--- src/rtl/md_sequencer.sv ---
// rtl/md_sequencer.sv - multi-cycle multiply/divide sequencer producing {HI,LO}
module md_sequencer #(
    parameter int MUL_LAT   = 2,
    parameter int DIV_ITERS = 32
) (
    input  logic        clk,
    input  logic        resetn,
    input  logic        mult_en,
    input  logic        div_en,
    input  logic        is_signed,
    input  logic [31:0] md_src1,
    input  logic [31:0] md_src2,
    input  logic        cancel,
    output logic        busy,
    output logic        done,
    output logic        double_en,
    output logic [63:0] md_result
);

    typedef enum logic [2:0] {S_IDLE, S_MUL, S_DIV, S_FIX, S_DONE} state_t;

    localparam logic [5:0] MUL_LAST = 6'(MUL_LAT - 1);
    localparam logic [5:0] DIV_LAST = 6'(DIV_ITERS - 1);

    state_t      state_q, state_d;
    logic [5:0]  cnt_q;
    logic [31:0] a_q, b_q;
    logic        s_q;
    logic [31:0] quo_q, rem_q, dvs_q;
    logic [63:0] result_q;

    logic [32:0] rem_shift, rem_diff;
    logic        dvd_neg, dvs_neg;
    logic [31:0] quo_fix, rem_fix;
    logic [63:0] div_result;

    // Extending to 64 bits before multiplying gives the same low 64 bits as a 33x33 product.
    function automatic logic [63:0] mul64(input logic [31:0] a, input logic [31:0] b, input logic s);
        logic [63:0] ax, bx;
        ax = s ? {{32{a[31]}}, a} : {32'b0, a};
        bx = s ? {{32{b[31]}}, b} : {32'b0, b};
        return ax * bx;
    endfunction

    function automatic logic [31:0] mag32(input logic [31:0] v, input logic s);
        return (s && v[31]) ? (~v + 32'd1) : v;
    endfunction

    // Restoring divide step and final sign fix-up, evaluated from the registered operands.
    always_comb begin
        rem_shift  = {rem_q, quo_q[31]};
        rem_diff   = rem_shift - {1'b0, dvs_q};
        dvd_neg    = s_q & a_q[31];
        dvs_neg    = s_q & b_q[31];
        quo_fix    = (dvd_neg ^ dvs_neg) ? (~quo_q + 32'd1) : quo_q;
        rem_fix    = dvd_neg ? (~rem_q + 32'd1) : rem_q;
        div_result = (b_q == 32'd0) ? {a_q, 32'hFFFF_FFFF} : {rem_fix, quo_fix};
    end

    // State register.
    always_ff @(posedge clk or negedge resetn) begin
        if (!resetn) state_q <= S_IDLE;
        else         state_q <= state_d;
    end

    // Next-state logic: mult has priority over div; cancel aborts anything but DONE.
    always_comb begin
        state_d = state_q;
        case (state_q)
            S_IDLE: begin
                if (!cancel && mult_en)     state_d = (MUL_LAT == 1) ? S_DONE : S_MUL;
                else if (!cancel && div_en) state_d = S_DIV;
            end
            S_MUL: begin
                if (cancel)                 state_d = S_IDLE;
                else if (cnt_q == MUL_LAST) state_d = S_DONE;
            end
            S_DIV: begin
                if (cancel)                 state_d = S_IDLE;
                else if (cnt_q == DIV_LAST) state_d = S_FIX;
            end
            S_FIX:  state_d = cancel ? S_IDLE : S_DONE;
            S_DONE: state_d = S_IDLE;
            default: state_d = S_IDLE;
        endcase
    end

    // Datapath: operand capture, iteration counter, divide step, result load on DONE entry.
    always_ff @(posedge clk or negedge resetn) begin
        if (!resetn) begin
            cnt_q    <= 6'd0;
            a_q      <= 32'd0;
            b_q      <= 32'd0;
            s_q      <= 1'b0;
            quo_q    <= 32'd0;
            rem_q    <= 32'd0;
            dvs_q    <= 32'd0;
            result_q <= 64'd0;
        end else begin
            case (state_q)
                S_IDLE: begin
                    if (state_d != S_IDLE) begin
                        a_q   <= md_src1;
                        b_q   <= md_src2;
                        s_q   <= is_signed;
                        quo_q <= mag32(md_src1, is_signed);
                        rem_q <= 32'd0;
                        dvs_q <= mag32(md_src2, is_signed);
                        cnt_q <= (state_d == S_MUL) ? 6'd1 : 6'd0;
                    end
                    if (state_d == S_DONE) result_q <= mul64(md_src1, md_src2, is_signed);
                end
                S_MUL: begin
                    cnt_q <= (state_d == S_MUL) ? cnt_q + 6'd1 : 6'd0;
                    if (state_d == S_DONE) result_q <= mul64(a_q, b_q, s_q);
                end
                S_DIV: begin
                    cnt_q <= (state_d == S_DIV) ? cnt_q + 6'd1 : 6'd0;
                    if (!rem_diff[32]) begin
                        rem_q <= rem_diff[31:0];
                        quo_q <= {quo_q[30:0], 1'b1};
                    end else begin
                        rem_q <= rem_shift[31:0];
                        quo_q <= {quo_q[30:0], 1'b0};
                    end
                end
                S_FIX: begin
                    if (state_d == S_DONE) result_q <= div_result;
                end
                default: ;
            endcase
        end
    end

    // Outputs decoded from the registered state.
    always_comb begin
        busy      = (state_q != S_IDLE);
        done      = (state_q == S_DONE);
        double_en = (state_q == S_DONE);
        md_result = result_q;
    end

endmodule

--- config.mk ---
export PLATFORM = sky130hd
export DESIGN_NAME = md_sequencer
export DESIGN_NICKNAME = d
export VERILOG_FILES = /design/src/rtl/md_sequencer.sv
export SDC_FILE = /design/constraint.sdc
export NUM_CORES = 2
export LEC_CHECK = 0
export BUFFER_PORTS_ARGS = -buffer_cell sky130_fd_sc_hd__buf_4
export CAP_MARGIN = 20
export CORE_ASPECT_RATIO = 0.7
export CORE_MARGIN = 2
export CORE_UTILIZATION = 45
export DETAILED_ROUTE_END_ITERATION = 8
export MAX_ROUTING_LAYER = met4
export SYNTH_ARGS = -nofsm -noshare
export SYNTH_HDL_FRONTEND = slang
export SYNTH_SLANG_ARGS = --single-unit
--- constraint.sdc ---
create_clock -name clk -period 16.55 [get_ports clk]
set_input_delay 0.8275 -clock clk [delete_from_list [all_inputs] [get_ports clk]]
set_output_delay 0.8275 -clock clk [all_outputs]
set_load 0.02 [all_outputs]
* Word level (Yosys, flattened, before mapping)
Index checks and enable logic that the tools add are counted.
Widths: inputs -> output; s select.
** Operators by class
- Multiply operators :: 2
- Equality and inequality tests :: 13
- Divide/modulo/power cells :: 0
- Bitwise logic cells :: 7
- Multiplexer cells :: 32
- Shift operators :: 0
- Reduce and logical (&&, ||, !) cells :: 16
- $lt $le $gt $ge :: 0
- Add/subtract/negate cells :: 6
** Operators with widths (count)
- $mux 64 :: 8
- $mux 32 :: 7
- $pmux 64 s3 :: 1
- $add 32x1->32 const B :: 4
- $mul 64x64->64 :: 2
- $not 32->32 :: 4
- $pmux 32 s2 :: 2
- $sub 33x32->33 :: 1
- $logic_not 32->1 :: 1
- $mux 3 :: 7
- $mux 6 :: 3
- $pmux 6 s3 :: 1
- $pmux 3 s4 :: 1
- $reduce_bool 3->1 :: 4
- $eq 3x2->1 const B :: 3
- $ne 2x2->1 const B :: 4
- $add 6x1->6 const B :: 1
- $eq 3x1->1 const B :: 2
- $eq 3x3->1 const B :: 2
- $eq 6x1->1 const B :: 1
- $eq 6x5->1 const B :: 1
- $reduce_and 2->1 :: 3
- $logic_and 1x1->1 :: 4
- $reduce_and 4->1 :: 1
- other kinds (6) :: 8
** Storage, ports and cells
- Input bits :: 70
- Latch bits :: 0
- Flip-flop bits (word level) :: 234
- ROM bits :: 0
- Memories :: 0
- Output and inout bits :: 67
- Logic and storage cells :: 85
- Bits in writable memories :: 0

* Depth between registers and ports, before layout
- Depth in word-level cells :: 9
- Gate-level depth with buffers :: 36

* Least setup slack after synthesis
Ideal clock, no wire load.
- Path type :: flip-flop to flip-flop
- From :: reg a_q[31]
- To :: reg result_q[63], in the netlist md_result[63]
- Path buffers :: 5
- Required time :: 16468 ps
- Clock period less this slack :: 9499 ps
- Cell stages (with the launch flop) :: 32
- Arrival :: 9417 ps
- Setup slack :: 7051 ps
- Path through :: dfrtp_1 clkbuf_1 and2_1 clkbuf_1 clkbuf_1 buf_1 nand2_1 fa_1 inv_1 fa_1 fa_1 inv_1 fa_1 inv_1 fa_1 fa_1 fa_1 fa_1 fa_1 inv_1 fa_1 inv_1 ha_1 clkbuf_1 nand4_1 or2_2 nor2_1 nand3_1 a21oi_1 a211oi_1 or3_1 a31oi_1
** On the way
- Longest elaborated chain between the ends :: 5
- Elaborated cells between the ends (all ways) :: 8
- Classes of those cells :: mul (1); mux (6); bitwise (1)
** Ends and longest elaborated chain
- start: declaration :: RTL line 27 : logic [31:0] a_q, b_q;
- start signal: assignment :: RTL line 103 : a_q <= md_src1;
- branches (longest 4 deep; another with $mul 64x64->64)
- $pmux 64 s3 * :: RTL line 100 : case (state_q)
- end signal: assignment :: RTL line 111 : if (state_d == S_DONE) result_q <= mul64(md_src1, md_src2, is_signed);
- end signal: assignment :: RTL line 115 : if (state_d == S_DONE) result_q <= mul64(a_q, b_q, s_q);
- end signal: assignment :: RTL line 128 : if (state_d == S_DONE) result_q <= div_result;
- end: declaration :: RTL line 30 : logic [63:0] result_q;
Every way passes the cells marked *. The select of a mux whose other input is x is not followed.
A chain may end at the register's enable or synchronous reset.

* Worst setup path after layout
Ends and elaborated chain as after synthesis.

==> reports/results.ini <==
[synth]
mappedNetlistNets=8803
synth-async-reset-ratio_pct=100.0
post_synth_edffs=0
syn_inst=6967
yosys.cell_types.count=93
synth_compound_area_share_pct=7.339
top_reg_cell_synth=sky130_fd_sc_hd__dfrtp_1
synth.top_cell.area_share_pct=45.29
yosys.area_share.simple_pct=14.55
synth_adder_area_share_pct=52.23
synthDominantAreaCellType=sky130_fd_sc_hd__fa_1
synth_seq_area_share_pct=9.288
multiplexer_share_of_the_synthesized_area_pct=0.4485
post_synth_xor_area_fraction_pct=3.685
syn-mean-instance-area_sq_um=9.010
synth.cell_area_sq_um=62770
post_synthesis_sequential_element_count=233
synth_most_common_cell=sky130_fd_sc_hd__inv_1
synthTopCellsByArea=sky130_fd_sc_hd__fa_1, sky130_fd_sc_hd__inv_1, sky130_fd_sc_hd__dfrtp_1, sky130_fd_sc_hd__ha_1, sky130_fd_sc_hd__and2_1
netlist_top_cells_count=sky130_fd_sc_hd__inv_1, sky130_fd_sc_hd__fa_1, sky130_fd_sc_hd__nand2_1
synth_top_family_by_area=adder cells
yosys_warnings=0

[timing]
finalSetupTns_ns=0
hold_viol_final=0
slew_headroom_pct=21.69
post-route-period-util_pct=64.11
final.setup_skew_ns=0.02128
setup_failing_eps_final=0
worst_hold_slack_ns=0.3011
fmaxAchievable_ghz=0.09426
timing_worst_slew_pin_value_ns=1.172
timing.final.max_slew_violations=0
clock_period_minus_worst_slack_ns=10.61
unrepaired_setup_endpoints_after_global_routing=false

[clock_network]
post_cts_buffers=0
cts.path.max_buffers=3
worst_skew_pair.late_latency_ns=0.57
cts_max_level=1
hold_buf_count_cts=0
root_buffer=sky130_fd_sc_hd__clkbuf_16
cts.repair.resized=0
tritoncts_num_sinks=233
cts_made_buffers=26
clkSlewWorstSetupHoldPaths_ns=0.08
clock_tree_from_tritoncts=yes

[floorplan]
coreArea_sq_um=138200
die_y_um=316.5
ios=137
die-width_um=450.4
fp.dieArea_sq_um=142500
placementRows=114
initial_core_util_pct=45.42

[worst_setup_path]
cp.required_ns=17.05
timing.rr.end=md_result[63]
number_of_cells_on_the_worst_reg_to_reg_path=29
timing.reg2reg.setup_slack_ns=5.94
endpoint_kind=flop
cp.arrival_ns=11.11
critPathMostFrequentCell=sky130_fd_sc_hd__fa_1
worst_r2r_startpoint=a_q[31]
critical_path.max_stage_delay_ns=0.90
worstPathMaxFanout=44
slowest_stage=sky130_fd_sc_hd__fa_1
crit_type=reg2reg
start_kind=flop

[run_status]
run_status=completed

[detailed_routing]
post-route-drc-count=0
route.vias.total=46710
routed_wl_um=200100
drtIter0Drc=4534
drt.antenna.violating_nets=0
wl_per_cell_um=23.19
detail_route.vias_per_cell=5.415
firstDrtPassIters=7

[placement]
place_inst=8573
dp_hpwl_um=159900
port_buffers=136
routabilityCongestion=0.9787

[global_route]
pin_count_of_the_biggest_net_entering_global_routing=110
grt_pass1_vias=49240
grt_first_pass_wirelength_um=312400
globalRouteOverflowTotal=0
antenna_found_initial=7
globalRouteTotalUtil_pct=29.93

[final_layout]
layout-drive-gt1-share_pct=4.892
layout.cells.non_filler=8627
n_fill_cell=13260
areaGrowthSynthToFinish_pct=5.005
num-nets-final=8582

[flow_run]
cap_violations=0

[worst_hold_path]
worst_hold_path_type=in2async

[worst max-delay path: cells and delay by family, from the launching register on]
| family | cells | cell delay (ns) |
|---|---|---|
| AOI/OAI and AO/OA | 8 | 1.66 |
| buffers and inverters | 7 | 1.91 |
| DFF | 1 | 0.32 |
| and+or+nand+nor | 3 | 0.57 |
| adders and majority gates | 11 | 6.08 |
[layout make-up]
class | instances | area, sq um | share of cell area [%]
diodes | 5 | 12.51 | 0.01898
flip-flops and latches | 233 | 5839 | 8.859
clock inverters | 15 | 176.4 | 0.2676
repair buffers | 229 | 1734 | 2.631
multi-input cells | 4673 | 49170 | 74.60
inverters | 1583 | 5942 | 9.015
well taps | 1856 | 2322 | 3.523
clock buffers | 33 | 718.2 | 1.090
[cells by family after synthesis]
group | count (synthesis)
mux | 28
compound gates | 734
fa+ha+maj | 1769
xor+xnor | 262
flops | 233
buf+inv | 2061
simple gates | 1880
[metrics by stage]
step | worst slack (ns) | util [%] | cell area, sq um
5_1_grt | 5.437 | 47.69 | 65910
6_report | 5.941 | 47.69 | 65910
3_3_place_gp | 6.128 | 47.02 | 64980
3_5_place_dp | 6.103 | 47.03 | 65000
2_1_floorplan | 7.051 | - | 62770
4_1_cts | 6.061 | 47.68 | 65890
[routing by layer]
metal | vias up | global-route usage, % | part of all wire (%)
met5 | - | - | 0
met4 | 0 | 6.780 | 2.6
met3 | 273 | 4.802 | 8.6
met2 | 1968 | 42.84 | 43
met1 | 24280 | 44.54 | 46
li1 | 20190 | - | -
[how the worst max path moves through the flow]
| stage | from | end | slack [ns] | depth (start not counted) |
|---|---|---|---|---|
| 3_3_place_gp | a_q[31] | md_result[63] | 6.13 | 30 |
| 4_1_cts | a_q[31] | md_result[63] | 6.06 | 30 |
| 3_5_place_dp | a_q[31] | md_result[63] | 6.10 | 30 |
| 5_1_grt | a_q[31] | md_result[63] | 5.44 | 29 |
| 2_1_floorplan | a_q[31] | md_result[63] | 7.05 | 31 |
| 6_report | a_q[31] | md_result[63] | 5.94 | 29 |
[layout by cell type, fill, tap and decap left out, types with 21 or more instances in the layout]
cell type / synthesis / final
sky130_fd_sc_hd__inv_1: 1581 / 1581
sky130_fd_sc_hd__fa_1: 1420 / 1420
sky130_fd_sc_hd__nand2_1: 877 / 876
sky130_fd_sc_hd__and2_1: 580 / 580
sky130_fd_sc_hd__ha_1: 346 / 346
sky130_fd_sc_hd__dfrtp_1: 233 / 226
sky130_fd_sc_hd__buf_4: 2 / 226
sky130_fd_sc_hd__a21oi_1: 209 / 209
sky130_fd_sc_hd__o21ai_0: 200 / 200
sky130_fd_sc_hd__nor2_1: 185 / 181
sky130_fd_sc_hd__xnor2_1: 167 / 167
sky130_fd_sc_hd__xor2_1: 94 / 94
sky130_fd_sc_hd__a21o_1: 67 / 67
sky130_fd_sc_hd__nand4_1: 31 / 31
sky130_fd_sc_hd__nand3_1: 31 / 31
sky130_fd_sc_hd__o21ai_1: 28 / 28
sky130_fd_sc_hd__mux2i_1: 27 / 27
sky130_fd_sc_hd__clkbuf_16: 0 / 27
sky130_fd_sc_hd__and3_1: 26 / 26
sky130_fd_sc_hd__nor3_1: 26 / 25
sky130_fd_sc_hd__a22oi_1: 25 / 25
sky130_fd_sc_hd__nor4_1: 24 / 24
sky130_fd_sc_hd__a211oi_1: 23 / 23
sky130_fd_sc_hd__a31oi_1: 21 / 21
[state kept, by name, indices dropped and copies added (netlist names)]
name,count
md_result,64
a_q,32
b_q,32
quo_q,32
rem_q,32
dvs_q,31
cnt_q,6
state_q,3
s_q,1
Power is not shown: default switching activity piles up to over one toggle a cycle in this logic, so the estimate is an artifact.
